[src/rtl/crc_parallel.sv]
// Byte-parallel CRC-16 generator: absorbs one byte per clock, then streams the
// 16-bit result out high byte first on the 8-bit crc_out bus.
module crc_parallel #(
  parameter logic [15:0] POLY    = 16'h1021,
  parameter logic [15:0] INIT    = 16'hFFFF,
  parameter logic [15:0] XOR_OUT = 16'h0000
) (
  input  logic       clk,
  input  logic       rst,
  input  logic       load,
  input  logic       d_finish,
  input  logic [7:0] crc_in,
  output logic [7:0] crc_out
);

  typedef enum logic [2:0] {IDLE, CALC, OUT_HI, OUT_LO, DONE} state_t;

  localparam logic [15:0] R_EMPTY = INIT ^ XOR_OUT;

  // Unrolled at elaboration: eight shift/XOR steps collapse into one XOR network.
  function automatic logic [15:0] crc_byte(input logic [15:0] c, input logic [7:0] d);
    logic [15:0] r;
    r = c ^ {d, 8'h00};
    for (int i = 0; i < 8; i++)
      r = r[15] ? ((r << 1) ^ POLY) : (r << 1);
    return r;
  endfunction

  state_t      state;
  logic [15:0] crc_q;
  logic [15:0] crc_fresh, crc_next, crc_res;

  always_comb begin
    crc_fresh = crc_byte(INIT, crc_in);
    crc_next  = crc_byte(crc_q, crc_in);
    crc_res   = crc_q ^ XOR_OUT;
  end

  // After d_finish the CRC register itself holds the final result R, so DONE
  // can re-emit it without another XOR_OUT.
  always_ff @(posedge clk) begin
    if (rst) begin
      crc_q   <= INIT;
      state   <= IDLE;
      crc_out <= 8'h00;
    end else begin
      case (state)
        IDLE: begin
          if (load) begin
            crc_q   <= crc_fresh;
            crc_out <= 8'h00;
            state   <= CALC;
          end else if (d_finish) begin
            crc_q   <= R_EMPTY;
            crc_out <= R_EMPTY[15:8];
            state   <= OUT_HI;
          end
        end
        CALC: begin
          if (load) begin
            crc_q <= crc_next;
          end else if (d_finish) begin
            crc_q   <= crc_res;
            crc_out <= crc_res[15:8];
            state   <= OUT_HI;
          end
        end
        OUT_HI: begin
          crc_out <= crc_q[7:0];
          state   <= OUT_LO;
        end
        OUT_LO: state <= DONE;
        DONE: begin
          if (load) begin
            crc_q   <= crc_fresh;
            crc_out <= 8'h00;
            state   <= CALC;
          end else if (d_finish) begin
            crc_out <= crc_q[15:8];
            state   <= OUT_HI;
          end
        end
        default: state <= IDLE;
      endcase
    end
  end

endmodule

[config.mk]
export PLATFORM = sky130hd
export DESIGN_NAME = crc_parallel
export DESIGN_NICKNAME = d
export VERILOG_FILES = /design/src/rtl/crc_parallel.sv
export SDC_FILE = /design/constraint.sdc
export NUM_CORES = 1
export LEC_CHECK = 0
export BUFFER_PORTS_ARGS = -buffer_cell sky130_fd_sc_hd__buf_2
export CAP_MARGIN = 5
export CORE_MARGIN = 2
export CORE_UTILIZATION = 58
export CTS_BUF_LIST = sky130_fd_sc_hd__clkbuf_16
export DETAILED_ROUTE_END_ITERATION = 8
export GPL_TIMING_DRIVEN = 0
export HOLD_SLACK_MARGIN = 0.1
export PLACE_DENSITY = 0.79
export SLEW_MARGIN = 20
export SYNTH_ARGS = -nofsm -noshare
export SYNTH_HDL_FRONTEND = slang
export SYNTH_SLANG_ARGS = --single-unit
[constraint.sdc]
create_clock -name clk -period 1.7 [get_ports clk]
set_input_delay 0.17 -clock clk [delete_from_list [all_inputs] [get_ports clk]]
set_output_delay 0.17 -clock clk [all_outputs]
set_load 0.01 [all_outputs]
==> impl_results.md, run 1 <==
* Net Sw Frac at 0.357
* Num Clock Sinks at 27
* Worst R2R Path Depth at 6
* Hold Fails Final Rpt at 0
* ANT nets after route at 0
* Die W at 59.3 um
* Setup violations, final at 0
* Global Route Usage Sum at 0.272
* Most frequent CP cell: clkbuf_4
* Clock-pin slew on the worst setup and hold paths at 0.07 ns
* Max Buffers Root-to-Sink at 2
* Clock Skews at around 0.0033 ns
* Drt pass-1 iters at 4
* Req. time, crit path at 1.85 ns
* First-pass GRT wire length at 7200 um
* Int Power at 1.53 mW
* Root Buffer: clkbuf_16
* Combinational fraction of design power at 0.415
* Final wirelength at around 4500 um
* RR Endpoint: crc_q[13]
* Crit Path Category: reg -> reg
* Mapped Cells at 207
* MaxCap Viol Count at 0
* Die area at 3520 sq um
* Layout cells sized above 1 at 0.264
* DRC violations left at 0
* Buffers on Ports at 17
* CP peak stage delay at 0.33 ns
* Netlist Area Pre-Place at 1770 sq um
* RePlAce Congestion at 0.905
* Worst path bufs/invs at 3
* Count of cell types in the netlist at 42
* Hold_sp: d_finish
* Syn_nets at about 220
* Sequential group share of total power at 0.354
* Detail Placement HPWL at 3060 um
* Post-layout nets at 240
* Post-synth EDFFs at 0
* Worst-Margin Slew at 0.628 ns
* Max IR drop VDD at 0.786 mV
* Via count at approximately 1.7k
* Psw at 0.852 mW
* Slowest cell on crit path: dfxtp_1
* Hold Crit Class: in -> reg
* CP endpoint kind: flip-flop
* Slew HR at 0.582
* Pins over their slew limit at 0
* Pwr Density at between 1000 and 1500 nW/um^2
* Hold Path Sink: state[2]
* Delay-heaviest family, CP: compound AO/OA/AOI/OAI gates
* Outcome: finished, final reports clean
* ANT cells at 0
* Sequential-to-total area share from yosys stat at 0.305
* H-tree depth at 1
* Core footprint at slightly below 3000 sq um
* Iter 0 DRT Violations at between 100 and 150
* Initial Util at 0.596
* Die Ht at about 59 um
* Initial antenna violation count at 0
* Ys flop type: dfxtp_1
* I/O pins at 20
* Layout Utilization at 0.692
* Wire length per cell at 17.3 um
* Max frequency at 0.618 GHz
* Setup WS pre-CTS at -0.171 ns
* LEAKAGE at 0.812 nW
* Total power at 2.38 mW
* Largest cells by area after synthesis: dfxtp_1 30%, xnor2_1 10%, mux2_2 5.1%
* Area Growth Syn to Fin at 16.1%
* Final Hold Slack at 0.269 ns
* RSZ-0062 raised after global routing: true
* Leading area contributor after synthesis: dfxtp_1
* Clk_lat worst skew at between 0.2 and 0.3 ns
* Clock power frac at 0.231
* Vias in the first global route at 1508
* Syn Area/Cell at around 8.6 sq um
* Startpoint types: flip-flop
* Worst reg2reg path startpoint: state[2]
* CTS buffer count at 3
* Syn. warnings at 0
* Tcrit/Tclk final at 0.951
* Cells along the critical path: clkbuf_4, inv_2, nand2_1, a21o_4, clkbuf_4, a211o_1
* Ys async rst share at 0
* Row Count at 20
* Sum Neg Setup Slack at 0 ns
* Largest net degree at the start of global routing at 17
* Worst Path Arrival at 1.77 ns
* Yosys top cell area share at 0.305
* Final Worst Setup Slack at 0.0831 ns
* Total of flip-flops plus latches after synthesis at 27
* Vias per std cell at approximately 6.4
* Worst R2R Setup Slack at 0.08 ns
* Hold Crit Depth at 4
* Tmin final at roughly 1.6 ns
* Remaining Overflow, GRT at 0
* CTS tree: yes
* Critical Path Fanout Max at 10
-- worst max-delay path by stage --
stage                   from          to  slack [ns]  cells after the start
floorplan           state[2]    crc_q[5]        0.17                      6
global placement    state[0]  crc_out[2]       -0.13                      3
detailed placement  state[0]  crc_out[0]       -0.17                      3
CTS                 state[2]    crc_q[4]       0.003                      6
global route        state[2]    crc_q[1]      -0.004                      7
finish              state[2]   crc_q[13]        0.08                      6
-- cell usage in the layout (no fill, tap or decap), drive strengths merged, types with 5 or more instances in the layout --
cell type	netlist	layout
xor2	6	6
a211oi	8	8
nand3	8	8
clkbuf	7	10
nand2	17	17
buf	8	24
o221ai	6	6
o21ai	9	9
nor2	20	20
mux2	8	8
a21oi	13	13
a22oi	8	8
nor3	5	5
dfxtp	27	27
xnor2	23	23
-- power groups by stage --
stage	combinational, mW	clock [mW]	sequential, mW
final	0.989	0.550	0.844
after global routing	1.08	0.576	0.855
after CTS	0.940	0.552	0.837
after detailed placement	0.916	0	0.849
after global placement	0.895	0	0.848
after floorplan	0.722	0	0.837
-- what timing repair did --
action / in CTS / in global routing
setup buffers: 0 / 0
setup endpoints to repair: 20 / 22
hold buffers: 0 / 0
resized for setup: 10 / 21
pin swaps: 0 / 0
-- metal layers --
layer	up-vias	share of wire	track usage
met4	0	0.027	0.0909
li1	788	-	-
met5	-	0	0
met1	806	0.44	0.378
met3	13	0.043	0.0459
met2	47	0.48	0.429
-- stage by stage --
stage	cells	area, sq um
after detailed placement	257	1900
after floorplan	207	1770
after CTS	260	2010
final	260	2060
after global placement	257	1900
after global routing	260	2060
-- state kept, by name, summed over array words and instances, names as in the netlist --
| register | cells |
|---|---|
| state | 3 |
| crc_q | 16 |
| crc_out | 8 |
-- Yosys cell counts, drive strengths merged (2+ instances only) --
library cell and number:
a22oi 8, nor2b 2, nand2b 2, dfxtp 27
xor2 6, a211o 4, a211oi 8, and2 2
a21oi 13, clkbuf 7, a221oi 4, o21ai 9
nor3 5, inv 3, nand3 8, xnor2 23
xnor3 2, o311ai 3, nand2 17, nor2 20
buf 8, o221ai 6, mux2 8
-- cell families (layout without fill, tap and decap cells) --
family,count (synthesis),in the layout,share of synthesized area
buf+inv,18,38,0.0480
xor+xnor,31,31,0.185
mux,9,9,0.0564
flops,27,27,0.305
compound gates,62,62,0.250
simple gates,60,60,0.156
-- final cells by class --
type / instances / area (sq um)
multi-input cells: 162 / 1220
fillers: 249 / 918
flip-flops and latches: 27 / 542
repair buffers: 17 / 85.1
plain buffers: 14 / 80.1
clock buffers: 3 / 75.1
well taps: 33 / 41.3
inverters: 3 / 11.3
clock inverters: 1 / 7.51
-- worst reg2reg max path, stage by stage, from the launching register on --
cell and delay [ns]:
dfxtp_1 0.33, clkbuf_4 0.20, inv_2 0.10, nand2_1 0.10, a21o_4 0.26, clkbuf_4 0.20, a211o_1 0.31
Note: power is estimated with default switching activity, not from simulation.
==> inputs of run 2 (changes only) <==
Settings changed: SETUP_SLACK_MARGIN set to 0.2.
==> run 2 against run 1 <==
  * Final area grew 15%
  * Largest power group unchanged
  * Clock power grew 1%
  * Worst hold slack lost 0.043 ns
  * Fmax grew 1.3%
  * Clock skew is essentially flat
  * Total power grew 12%
  * Global-route usage grew 1.5 points
  * Combinational power grew 26%
==> impl_results.md, run 2 (synthesis results as in run 1) <==
* Outcome: finished, final reports clean (unchanged)
* Vias per std cell at 6.49 (was 6.36)
* Worst R2R Setup Slack at 0.10 ns (was 0.08 ns)
* Setup violations, final at 0 (unchanged)
* CTS tree: yes (unchanged)
* Fillers at 189 (was 249)
* ANT nets after route at 0 (unchanged)
* Final Worst Setup Slack at 0.104 ns (was 0.0831 ns)
* Via count at 1784 (was 1654)
* Initial Util at 0.596 (unchanged)
* Remaining Overflow, GRT at 0 (unchanged)
* Die area at 3520 sq um (unchanged)
* Post-layout nets at 255 (was 240)
* Max IR drop VDD at 0.689 mV (was 0.786 mV)
* Row Count at 20 (unchanged)
* Die W at 59.3 um (unchanged)
* Clock-pin slew on the worst setup and hold paths at 0.07 ns (about the same)
* Core footprint at 2980 sq um (unchanged)
* Initial antenna violation count at 0 (unchanged)
* Worst-Margin Slew at 0.557 ns (was 0.628 ns)
* Clock Skews at 0.00365 ns (was 0.00331 ns)
* Top flop regs: crc_q x16, crc_out x8, state x3 (unchanged)
* Most flops, register: crc_q (unchanged)
* Worst Path Arrival at 1.79 ns (was 1.77 ns)
* RSZ-0062 raised after global routing: true (unchanged)
* I/O pins at 20 (unchanged)
* Area Growth Syn to Fin at 33.7% (was 16.1%)
* Iter 0 DRT Violations at 140 (was 148)
* CTS buffer count at 3 (unchanged)
* Tcrit/Tclk final at 0.939 (was 0.951)
* Final Hold Slack at 0.226 ns (was 0.269 ns)
* Startpoint types: flip-flop (unchanged)
* ANT cells at 0 (unchanged)
* Max FFs per register at 16 (unchanged)
* Detail Placement HPWL at 3100 um (was 3060 um)
* Commonest non-fill, non-tap cells in the layout: 23 x dfxtp_1, 21 x buf_2, 16 x xnor2_1, 16 x nand2_1, 14 x nor2_1 (was 26 x dfxtp_1, 22 x buf_2, 20 x xnor2_1)
* Hold Crit Depth at 4 (unchanged)
* CP endpoint kind: flip-flop (unchanged)
* Wire length per cell at 19.1 um (was 17.3 um)
* Layout cells sized above 1 at 0.409 (was 0.264)
* Critical Path Fanout Max at 6 (was 10)
* Die Ht at 59.3 um (unchanged)
* Setup WS pre-CTS at -0.124 ns (was -0.171 ns)
* Hold Fails Final Rpt at 0 (unchanged)
* Buffers on Ports at 17 (unchanged)
* RePlAce Congestion at 0.908 (was 0.905)
* Req. time, crit path at 1.89 ns (was 1.85 ns)
* Worst reg2reg path startpoint: state[2] (unchanged)
* Slew HR at 0.629 (was 0.582)
* Max Buffers Root-to-Sink at 2 (unchanged)
* H-tree depth at 1 (unchanged)
* Global Route Usage Sum at 0.288 (was 0.272)
* Hold Crit Class: in -> reg (unchanged)
* Hold Path Sink: state[2] (unchanged)
* Hold_sp: d_finish (unchanged)
* Vias in the first global route at 1608 (was 1508)
* Max frequency at 0.627 GHz (was 0.618 GHz)
* Num Clock Sinks at 27 (unchanged)
* DRC violations left at 0 (unchanged)
* Layout Utilization at 0.797 (was 0.692)
* Drt pass-1 iters at 4 (unchanged)
* Crit Path Category: reg -> reg (unchanged)
* Clk_lat worst skew at 0.27 ns (was 0.26 ns)
* MaxCap Viol Count at 0 (unchanged)
* LEAKAGE at 0.946 nW (was 0.812 nW)
* Pins over their slew limit at 0 (unchanged)
* Pwr Density at 1120 nW/um^2 (was 1160 nW/um^2)
* Commonest non-fill, non-tap cell in the layout: dfxtp_1 (unchanged)
* First-pass GRT wire length at 7620 um (was 7200 um)
* CTS Hold Buffers Added at 0 (unchanged)
* Tmin final at 1.60 ns (was 1.62 ns)
* Root Buffer: clkbuf_16 (unchanged)
* Final wirelength at 5240 um (was 4490 um)
* Largest net degree at the start of global routing at 17 (unchanged)
* Worst R2R Path Depth at 6 (unchanged)
* RR Endpoint: crc_q[5] (was crc_q[13])
-- run 2: cell types whose count changed in the layout (fill, tap and decap cells not counted), sizes merged --
cell / before / now
buf: 24 / 39
-- run 2: worst max-delay path by stage --
stage / slack [ns] / to / cells past startpoint / startpoint
floorplan: 0.21 / crc_q[6] / 7 / state[2]
global placement: -0.10 / crc_out[7] / 3 / state[0]
detailed placement: -0.12 / crc_out[0] / 3 / state[0]
CTS: 0.17 / crc_q[8] / 7 / state[2]
global route: 0.08 / crc_out[7] / 7 / state[2]
finish: 0.10 / crc_q[5] / 6 / state[2]
-- run 2: where the power goes --
part | switching [mW] | internal (mW)
Sequential | 0.119 | 0.738
Combinational | 0.620 | 0.630
Clock | 0.238 | 0.321
-- run 2: area by class of cell --
type                            instances  area (sq um)  area share
Clock buffer                            3          75.1      0.0316
Buffer                                 15           121      0.0512
Sequential cell                        27           551       0.232
Clock inverter                          1          7.51     0.00316
Tap cell                               33          41.3      0.0174
Timing Repair Buffer                   31           191      0.0807
Inverter                                3          11.3     0.00475
Multi-Input combinational cell        162          1370       0.579
-- run 2: timing repair --
| action | CTS | global route |
|---|---|---|
| pin swaps | 6 | 19 |
| setup buffers | 5 | 7 |
| resized for setup | 32 | 42 |
| endpoints found under the setup margin | 24 | 24 |
| gates cloned | 2 | 0 |
-- run 2: critical path: stages (launching register included) --
cell and delay, ns:
dfxtp_4 0.35, buf_6 0.13, nor2_4 0.10, nor2_2 0.09, or2_4 0.27, a221o_1 0.36, a41oi_2 0.21
-- run 2: metrics by stage --
| stage | total power, mW | TNS [ns] | instances | cell area (sq um) |
|---|---|---|---|---|
| 5_1_grt | 2.79 | 0 | 275 | 2370 |
| 6_report | 2.67 | 0 | 275 | 2370 |
| 3_5_place_dp | 1.77 | -1.09 | 257 | 1910 |
| 3_3_place_gp | 1.75 | -0.791 | 257 | 1910 |
| 4_1_cts | 2.45 | 0 | 268 | 2160 |
| 2_1_floorplan | 1.57 | 0 | 207 | 1790 |
-- run 2: routing by layer --
| metal | vias to the layer above | global-route usage | share of wire |
|---|---|---|---|
| met5 | - | 0 | 0 |
| met1 | 861 | 0.383 | 0.40 |
| met2 | 87 | 0.474 | 0.50 |
| met3 | 16 | 0.0284 | 0.076 |
| met4 | 0 | 0.120 | 0.030 |
| li1 | 820 | - | - |
